$ cat src/rtl/cla_sweep_adder.sv
`default_nettype none
// +--------------------------------------------------------------------------+
// | Module   : cla_sweep_adder                                               |
// | Brief    : Multi-cycle Brent-Kung carry-lookahead adder: one tree level  |
// |            per clock, up-sweep of group G/P then down-sweep of carries.  |
// |            Optional define CLA_OVF_EN adds a signed-overflow output ovf. |
// | Revision : 1.0 - initial release                                         |
// +--------------------------------------------------------------------------+
module cla_sweep_adder #(
    parameter int WIDTH = 8
) (
    input  logic             clk,
    input  logic             rst,
    input  logic             start,
    input  logic [WIDTH-1:0] a,
    input  logic [WIDTH-1:0] b,
    input  logic             ci,
    output logic             busy,
    output logic             done,
    output logic [WIDTH-1:0] sum,
    output logic             co,
    output logic             G,
`ifdef CLA_OVF_EN
    output logic             P,
    output logic             ovf
`else
    output logic             P
`endif
);

    localparam int LEVELS = $clog2(WIDTH);
    localparam int c_KW   = (LEVELS > 1) ? $clog2(LEVELS) : 1;
    localparam logic [c_KW-1:0] c_K_TOP  = c_KW'(LEVELS - 1);
    localparam logic [c_KW-1:0] c_K_ZERO = '0;
    localparam logic [c_KW-1:0] c_K_ONE  = c_KW'(1);

    localparam logic [2:0] c_IDLE = 3'd0;
    localparam logic [2:0] c_LOAD = 3'd1;
    localparam logic [2:0] c_UP   = 3'd2;
    localparam logic [2:0] c_DOWN = 3'd3;
    localparam logic [2:0] c_SUM  = 3'd4;
    localparam logic [2:0] c_DONE = 3'd5;

    logic [2:0]       r_state;
    logic [c_KW-1:0]  r_k;
    logic [WIDTH-1:0] r_a;
    logic [WIDTH-1:0] r_b;
    logic             r_ci;
    logic [WIDTH-1:0] r_g;   // tree nodes, overwritten in place by the up-sweep
    logic [WIDTH-1:0] r_p;
    logic [WIDTH-1:0] r_pb;  // untouched bit propagates, needed for the final sum
    logic [WIDTH:0]   r_c;

    logic [LEVELS-1:0][WIDTH-1:0] w_up_g;
    logic [LEVELS-1:0][WIDTH-1:0] w_up_p;
    logic [LEVELS-1:0][WIDTH:0]   w_dn_c;

    // Level lv: node j (top of a 2^(lv+1) block) absorbs the node 2^lv below it;
    // on the way down the block midpoint gets its carry from the block base.
    for (genvar lv = 0; lv < LEVELS; lv++) begin : g_lvl
        for (genvar j = 0; j < WIDTH; j++) begin : g_up
            if (((j + 1) % (2 ** (lv + 1))) == 0) begin : g_comb
                assign w_up_g[lv][j] = r_g[j] | (r_p[j] & r_g[j - 2 ** lv]);
                assign w_up_p[lv][j] = r_p[j] & r_p[j - 2 ** lv];
            end else begin : g_pass
                assign w_up_g[lv][j] = r_g[j];
                assign w_up_p[lv][j] = r_p[j];
            end
        end
        for (genvar j = 0; j <= WIDTH; j++) begin : g_dn
            if ((j % (2 ** (lv + 1))) == 2 ** lv) begin : g_mid
                assign w_dn_c[lv][j] = r_g[j - 1] | (r_p[j - 1] & r_c[j - 2 ** lv]);
            end else begin : g_hold
                assign w_dn_c[lv][j] = r_c[j];
            end
        end
    end

    always_ff @(posedge clk or posedge rst) begin
        if (rst) begin
            r_state <= c_IDLE;
            r_k     <= '0;
            r_a     <= '0;
            r_b     <= '0;
            r_ci    <= 1'b0;
            r_g     <= '0;
            r_p     <= '0;
            r_pb    <= '0;
            r_c     <= '0;
            busy    <= 1'b0;
            done    <= 1'b0;
            sum     <= '0;
            co      <= 1'b0;
            G       <= 1'b0;
            P       <= 1'b0;
`ifdef CLA_OVF_EN
            ovf     <= 1'b0;
`endif
        end else begin
            case (r_state)
                c_IDLE, c_DONE: begin
                    done <= 1'b0;
                    if (start) begin
                        r_a     <= a;
                        r_b     <= b;
                        r_ci    <= ci;
                        busy    <= 1'b1;
                        r_state <= c_LOAD;
                    end else begin
                        r_state <= c_IDLE;
                    end
                end
                c_LOAD: begin
                    r_g     <= r_a & r_b;
                    r_p     <= r_a ^ r_b;
                    r_pb    <= r_a ^ r_b;
                    r_c     <= {{WIDTH{1'b0}}, r_ci};
                    r_k     <= c_K_ZERO;
                    r_state <= c_UP;
                end
                c_UP: begin
                    r_g <= w_up_g[r_k];
                    r_p <= w_up_p[r_k];
                    if (r_k == c_K_TOP) begin
                        r_state <= c_DOWN;
                    end else begin
                        r_k <= r_k + c_K_ONE;
                    end
                end
                c_DOWN: begin
                    r_c <= w_dn_c[r_k];
                    if (r_k == c_K_TOP) begin
                        r_c[WIDTH] <= r_g[WIDTH-1] | (r_p[WIDTH-1] & r_c[0]);
                    end
                    if (r_k == c_K_ZERO) begin
                        r_state <= c_SUM;
                    end else begin
                        r_k <= r_k - c_K_ONE;
                    end
                end
                c_SUM: begin
                    sum     <= r_pb ^ r_c[WIDTH-1:0];
                    co      <= r_c[WIDTH];
                    G       <= r_g[WIDTH-1];
                    P       <= r_p[WIDTH-1];
`ifdef CLA_OVF_EN
                    ovf     <= r_c[WIDTH] ^ r_c[WIDTH-1];
`endif
                    busy    <= 1'b0;
                    done    <= 1'b1;
                    r_state <= c_DONE;
                end
                default: begin
                    busy    <= 1'b0;
                    done    <= 1'b0;
                    r_state <= c_IDLE;
                end
            endcase
        end
    end

endmodule
`default_nettype wire

$ cat config.mk
export PLATFORM = sky130hd
export DESIGN_NAME = cla_sweep_adder
export DESIGN_NICKNAME = d
export VERILOG_FILES = /design/src/rtl/cla_sweep_adder.sv
export SDC_FILE = /design/constraint.sdc
export NUM_CORES = 1
export LEC_CHECK = 0
export ABC_AREA = 1
export CAP_MARGIN = 10
export CELL_PAD_IN_SITES_DETAIL_PLACEMENT = 0
export CELL_PAD_IN_SITES_GLOBAL_PLACEMENT = 1
export CORE_AREA = 5 5 86 104
export DETAILED_ROUTE_END_ITERATION = 10
export DIE_AREA = 0 0 91 109
export GPL_ROUTABILITY_DRIVEN = 0
export HOLD_SLACK_MARGIN = 0.08
export PLACE_DENSITY = 0.86
export SETUP_SLACK_MARGIN = 0.5
export SYNTH_ARGS = -nofsm -noshare
export SYNTH_HDL_FRONTEND = slang
export SYNTH_SLANG_ARGS = --single-unit
$ cat constraint.sdc
create_clock -name clk -period 3.25 [get_ports clk]
set_input_delay 0.975 -clock clk [delete_from_list [all_inputs] [get_ports clk]]
set_output_delay 0.975 -clock clk [all_outputs]
set_load 0.02 [all_outputs]
# Word level (Yosys, flattened, before mapping)

Index checks and enable logic that the tools add are counted.

Flip-flop bits (word level): 68
Input port bits: 20
Output and inout port bits: 13

Add/subtract/negate cells: 2
Magnitude comparators: 1
Equality and inequality tests: 11
Multiplexer cells: 20
Bitwise logic cells: 41
Reductions and logical operators: 11

Operator list:

| kind               | count |
|---|---|
| $bmux 8 s2         | 2 |
| $pmux 8 s2         | 2 |
| $and 1x1->1        | 22 |
| $bmux 9 s2         | 1 |
| $pmux 9 s2         | 1 |
| $mux 8             | 2 |
| $xor 8x8->8        | 2 |
| $or 1x1->1         | 15 |
| $pmux 3 s5         | 1 |
| $ne 2x2->1 const B | 5 |
| $mux 9             | 1 |
| $and 8x8->8        | 1 |
| $eq 3x2->1 const B | 2 |
| $eq 3x3->1 const B | 2 |
| $mux 3             | 2 |
| $pmux 2 s3         | 1 |
| $reduce_and 2->1   | 3 |
| $mux 2             | 2 |
| $pmux 1 s2         | 2 |
| $reduce_bool 2->1  | 2 |
| $eq 3x1->1 const B | 1 |
| $logic_not 3->1    | 1 |
| $lt 2x3->1 const B | 1 |
| $mux 1             | 3 |
| other kinds (9)    | 9 |

# Logic depth before layout (Yosys ltp)

Gate-level depths: netlist of run 1.

Depth after elaboration: 6
Gate-level depth with buffers: 8
Depth with buffers taken out: 8

# Least setup slack after synthesis of run 1

Ideal clock, no wire load.

Kind: input port to flip-flop
Start: in start
End: reg r_a[7]
Library setup time: 0.116 ns
Data arrival time: 1.449 ns
Data required time: 3.134 ns
Path slack: 1.685 ns
Stages on the path: 5
Buffers on the path: 2
Cells stage by stage: nand4_2 buf_6 buf_6 nand2_1 nand2_1

Word-level cells in the longest chain between the ends: 1

RTL lines:

| element                           | line | source |
|---|---|---|
| start, declared                   | 14   | `input logic start,` |
| $reduce_and 2->1 (no source line) | -    |  |
| end signal, assigned              | 83   | `r_a <= '0;` |
| end signal, assigned              | 104  | `r_a <= a;` |
| end, declared                     | 46   | `logic [WIDTH-1:0] r_a;` |

Every way passes these cells.
A chain may end at the register's enable or synchronous reset.

# Final worst setup path of run 1

Start: reg busy
End: out busy

RTL lines:

| element                | line | source |
|---|---|---|
| start, declared        | 18   | `output logic busy,` |
| start signal, assigned | 90   | `busy <= 1'b0;` |
| start signal, assigned | 107  | `busy <= 1'b1;` |
| start signal, assigned | 149  | `busy <= 1'b0;` |

No word-level cell between the ends.

==> impl_metrics.csv, run 1 <==
group,metric,value,unit
global_routing,grt_pass1_wl,11900,µm
timing,fin_tns_setup,0,ns
run_status,status,"finished, final reports clean",
clock_network,post-cts-setup-buffer-count,0,
power,irDropWorstVdd,0.403,mV
global_routing,grt_usage,0.153,
floorplan,die_w,91,µm
global_routing,grt_overflow,0,
logic_synthesis,yosysTopAreaCellShare,0.532,
timing,final-setup-viol-count,0,
route,m1WireLength,2970,µm
clock_network,htreeDepth,3,
route,ant_nets,0,
placed_design,port_buffers,32,
placed_design,place_area,0.00361,mm²
floorplan,dieArea,0.00992,mm²
logic_synthesis,synthTopCellsByArea,"dfrtp_1 (53%), nand2_1 (19%), o21ai_0 (5.5%)",
critical_path,cp.arrival,1.32,ns
critical_path,crit_family,"buffers and inverters",
critical_path,start_kind,"flop",
logic_synthesis,syn_area,0.00320,mm²
finish,nFillCells,776,
finish,finish.utilization,0.488,
route,via_per_inst,4.85,
timing,period_share,0.707,
route,dr.pass1.iters,4,
finish,final_net_count,452,
critical_path,crit_buf_inv,1,
logic_synthesis,synth_nets,416,
logic_synthesis,yosysTopAreaCell,"dfrtp_1",
route,drt_iter0_drc,196,
global_routing,antenna_found_initial,0,
placed_design,hpwl,5230,µm
timing,hold_viol_final,0,
clock_network,clkLatencyLatePin,0.35,ns
clock_network,cts_buffers,9,
route,met3_length,280,µm
critical_path,crit_cells,1,
floorplan,initial_core_util,0.406,
timing,fin_worst_skew,0.00845,ns
route,top_layer,"met4",
worst_hold_path,holdCritPathClass,"reg -> reg",
logic_synthesis,ys_top_cells_by_count,"nand2_1 (158), dfrtp_1 (68), o21ai_0 (35), inv_1 (30), nor2_1 (19)",
logic_synthesis,synthFlopType,"dfrtp_1",
critical_path,crit_chain,"clkdlybuf4s50_1",
floorplan,die_h,109,µm
clock_network,cts.sinks,68,
logic_synthesis,syn_inst,387,
critical_path,crit_slowest_cell,"clkdlybuf4s50_1",
timing,rsz0062_at_grt,"false",
clock_network,ctsHoldBuffers,0,
clock_network,cts_tree,"built",
logic_synthesis,synthArstFlopShare,1.00,
critical_path,worst_setup_path_end_kind,"output port",
logic_synthesis,syn_avg_cell_area,8.26,µm²
route,vias,2539,
finish,final_layout_size_suffix_gt1_frac,0.0841,
finish,fin_cells,523,
finish,diodes,0,
logic_synthesis,synth_seq_cells,68,
finish,areaGrowthSynthToFinish,20.2,%
critical_path,worstPathRequired,2.27,ns
timing,min_period,2.30,ns
clock_network,cts_resized,0,
clock_network,clkTransAtPathRegs,0.07,ns
critical_path,crit_path_max_fanout,2,
critical_path,critical-path-max-stage-delay,0.62,ns
timing,tightest_slew,0.784,ns
placed_design,place_ws,0.676,ns
finish,final-seq-area,0.00170,mm²
floorplan,core_region_area,0.00788,mm²
clock_network,cts_max_path_buffers,2,
critical_path,criticalPathCategory,"reg -> out",
run,drv_cap,0,
logic_synthesis,synth_cell_type_count,25,
power,p_leak,1.95,nW
critical_path,reg2reg_depth,6,
clock_network,clockRootBuffer,"clkbuf_8",
route,wl_met2,3600,µm
logic_synthesis,yosysMostFrequentCell,"nand2_1",
logic_synthesis,yosysWarningCount,0,
timing,drv_slew,0,
route,finalWirelength,7050,µm
power,power_per_cell_area,993,mW/mm²
global_routing,grt_max_degree,45,
route,wl_per_cell,13.5,µm
global_routing,grt_pass1_vias,2515,
logic_synthesis,synth_edf_count,0,
timing,fmax,435,MHz
worst_hold_path,hold_depth,2,
floorplan,std_cell_rows,36,
timing,slew_headroom,0.476,
finish,multi_input_area,0.00130,mm²
logic_synthesis,ys_seq_area_frac,0.532,
floorplan,pin_count,33,
power,total_power,3.82,mW
finish,postLayoutCellArea,0.00384,mm²
route,drc_errors,0,
timing,hold_ws,0.480,ns
placed_design,placed_cells,507,
timing,fin_ws,0.953,ns
cell families (layout without fill, tap and decap cells):
group	Yosys count	count (layout)	synth area share
xor+xnor	9	9	0.0246
simple gates	205	205	0.266
fa+ha+maj	9	9	0.0352
buf+inv	45	86	0.0606
flops	68	68	0.532
compound gates	51	51	0.0810
routing by layer:
layer / GRT usage / vias to the layer above
li1: - / 1288
met1: 0.186 / 1192
met2: 0.259 / 44
met3: 0.0373 / 15
met4: 0.0692 / 0
met5: 0 / -
registers in the layout, summed over array words and instances (netlist names), 3 cells and up:
register and count:
r_c 9, r_a 8, r_b 8, r_g 8
r_p 8, r_pb 8, sum 8, r_state 3
cell type report:
cell class | instances | area share
timing repair buffer | 34 | 0.0905
clock inverter | 7 | 0.0299
multi-input combinational | 274 | 0.339
inverter | 36 | 0.0351
tap | 95 | 0.0309
clock buffer | 9 | 0.0322
sequential | 68 | 0.443
worst register-to-register path, cell delays in order, from the launching register on:
cell     delay (ns)
dfrtp_1        0.42
inv_2          0.10
nand2_1        0.18
nand4_2        0.47
inv_2          0.43
nand2_1        0.10
nand2_1        0.07
placed cells by master (no fill, tap or decap):
cell type        instances
ha_1                     9
nand4_2                  1
nor2_4                   1
nand2_1                158
xor2_1                   1
nand4_1                  2
bufinv_16                3
nand3_2                  1
o21ai_1                  4
dfrtp_1                 68
a21oi_1                  9
xnor2_1                  8
nor2_1                  19
inv_1                   29
clkbuf_8                 9
nand3_4                  1
o21ai_0                 35
clkinvlp_4               2
clkinv_2                 2
buf_4                    1
nor2_2                   2
clkdlybuf4s50_1         32
nand2_4                  1
buf_12                   1
nand2_2                  4
nand3_1                 15
inv_2                    7
o22ai_1                  3
power breakdown:
| group | leakage, nW | internal [mW] | total [mW] | switching, mW |
|---|---|---|---|---|
| clock network | 0.115 | 0.506 | 0.828 | 0.322 |
| registers | 0.883 | 1.19 | 1.45 | 0.260 |
| logic | 0.956 | 0.578 | 1.54 | 0.962 |
worst paths after layout:
check	startpoint	endpoint	slack, ns
setup / recovery	busy	busy	0.95
max in group asynchronous	rst	r_c[5]	1.95
hold / removal	done	done	0.48
setup reg to reg	r_state[2]	r_ci	1.40
hold reg to reg	done	done	0.48
min in group asynchronous	rst	r_a[6]	0.83
(Power assumes the default switching activity.)
==> inputs of run 2 (changes only) <==
--- a/config.mk
+++ b/config.mk
@@ -9,12 +9,12 @@
 export CAP_MARGIN = 10
 export CELL_PAD_IN_SITES_DETAIL_PLACEMENT = 0
 export CELL_PAD_IN_SITES_GLOBAL_PLACEMENT = 1
-export CORE_AREA = 5 5 86 104
+export CORE_AREA = 5 5 90 109
 export DETAILED_ROUTE_END_ITERATION = 10
-export DIE_AREA = 0 0 91 109
+export DIE_AREA = 0 0 95 114
 export GPL_ROUTABILITY_DRIVEN = 0
 export HOLD_SLACK_MARGIN = 0.08
-export PLACE_DENSITY = 0.86
+export PLACE_DENSITY = 0.83
 export SETUP_SLACK_MARGIN = 0.5
 export SYNTH_ARGS = -nofsm -noshare
 export SYNTH_HDL_FRONTEND = slang
==> constraint.sdc (replaced) <==
create_clock -name clk -period 2.1 [get_ports clk]
set_input_delay 0.63 -clock clk [delete_from_list [all_inputs] [get_ports clk]]
set_output_delay 0.63 -clock clk [all_outputs]
set_load 0.02 [all_outputs]
==> run 2 against run 1 <==
Sequential power up 54%. Design area increased by 0.23%. Core utilization decreased by 4.7 points. Worst setup slack got worse by 0.40 ns. Largest cell class unchanged. Largest power group unchanged. Highest routed layer unchanged.
==> impl_metrics.csv, run 2 (synthesized netlist as in run 1, its figures left out) <==
group,metric,value,unit
power,power_per_cell_area,1470,mW/mm²
clock_network,clkLatencyLatePin,0.35,ns
finish,final-seq-area,0.00170,mm²
timing,rsz0062_at_grt,"true",
route,via_per_inst,4.63,
critical_path,crit_path_max_fanout,16,
finish,final_net_count,461,
clock_network,cts_max_path_buffers,2,
finish,largest_reg_flops,9,
critical_path,critical-path-max-stage-delay,0.47,ns
route,finalWirelength,7350,µm
finish,final_common_cell,"nand2_1",
power,irDropWorstVdd,0.405,mV
placed_design,port_buffers,32,
clock_network,cts_tree,"built",
clock_network,clockRootBuffer,"clkbuf_8",
timing,final-setup-viol-count,0,
timing,min_period,1.55,ns
route,ant_nets,0,
finish,nFillCells,928,
timing,slew_headroom,0.696,
global_routing,grt_pass1_wl,12700,µm
finish,diodes,0,
timing,fin_tns_setup,0,ns
run_status,status,"finished, final reports clean",
finish,areaGrowthSynthToFinish,20.5,%
finish,postLayoutCellArea,0.00385,mm²
floorplan,die_w,95,µm
clock_network,cts.sinks,68,
route,dr.pass1.iters,4,
timing,hold_ws,0.469,ns
route,vias,2577,
timing,hold_viol_final,0,
power,p_leak,2.00,nW
finish,finish.utilization,0.441,
timing,fmax,647,MHz
run,drv_cap,0,
placed_design,place_area,0.00369,mm²
global_routing,antenna_found_initial,0,
global_routing,grt_max_degree,26,
critical_path,crit_slowest_cell,"dfrtp_1",
worst_hold_path,holdCritPathClass,"reg -> reg",
clock_network,clkTransAtPathRegs,0.08,ns
power,total_power,5.65,mW
floorplan,dieArea,0.0108,mm²
critical_path,start_kind,"flop",
critical_path,cp.arrival,1.80,ns
floorplan,initial_core_util,0.366,
global_routing,grt_pass1_vias,2733,
placed_design,hpwl,5520,µm
timing,period_share,0.736,
finish,final_layout_size_suffix_gt1_frac,0.137,
finish,largest-register,"r_c",
timing,tightest_slew,0.455,ns
clock_network,htreeDepth,3,
finish,final_cell_mix,"nand2_1 (157), dfrtp_1 (68), o21ai_0 (35)",
critical_path,worstPathRequired,2.35,ns
floorplan,std_cell_rows,38,
floorplan,core_region_area,0.00875,mm²
floorplan,die_h,114,µm
critical_path,crit_chain,"inv_2, nand3_1, buf_4, o21ai_0",
critical_path,worst_setup_path_end_kind,"flop",
finish,multi_input_area,0.00131,mm²
clock_network,cts_buffers,9,
timing,drv_slew,0,
global_routing,grt_overflow,0,
route,wl_per_cell,13.2,µm
route,drt_iter0_drc,143,
clock_network,ctsHoldBuffers,0,
route,drc_errors,0,
critical_path,criticalPathCategory,"reg -> reg",
floorplan,pin_count,33,
global_routing,grt_usage,0.152,
timing,fin_worst_skew,0.0107,ns
[run 2: path summary, 6_finish.rpt]
path,from,endpoint,slack (ns),depth (start not counted)
min reg2reg,done,done,0.47,2
max reg2reg,r_state[0],sum[3],0.55,4
min in group asynchronous,rst,busy,0.64,2
max in group asynchronous,rst,r_a[7],0.97,3
max,r_state[0],sum[3],0.55,4
min,done,done,0.47,2
[run 2: worst max-delay path: cells and delay by family, from the launching register on]
kind	cells	cell delay, ns
simple gates	1	0.29
buf+inv	2	0.46
flops	1	0.47
compound gates	1	0.21
[run 2: metal layers]
metal	GRT usage	vias to the layer above	wire (µm)
met3	0.0409	13	203
met4	0.0654	0	165
met5	0	-	0
met2	0.254	38	3730
met1	0.184	1214	3260
li1	-	1312	-
[run 2: cell type report]
cell class | count | area share
clock inverters | 4 | 0.00584
flip-flops and latches | 68 | 0.442
well taps | 120 | 0.0390
repair buffers | 43 | 0.0942
clock buffers | 12 | 0.0429
multi-input cells | 274 | 0.341
inverters | 36 | 0.0360
[run 2: what timing repair did]
action                                  CTS  global route
endpoints found under the setup margin   14             8
buffers inserted                          0             4
gates resized for setup                  53             2
pin swaps                                 0             1
cloned                                    0             0
[run 2: per-stage QoR]
step           setup WS, ns  instances
2_1_floorplan         0.633        387
3_3_place_gp          0.328        537
3_5_place_dp          0.342        537
4_1_cts               0.534        553
5_1_grt               0.423        557
6_report              0.554        557
[run 2: power by group]
part	leakage (nW)	switching [mW]	internal [mW]	total [mW]
Clock	0.0982	0.483	0.519	1.00
Combinational	1.02	1.54	0.884	2.42
Sequential	0.883	0.386	1.84	2.23
Total	2.00	2.41	3.25	5.65
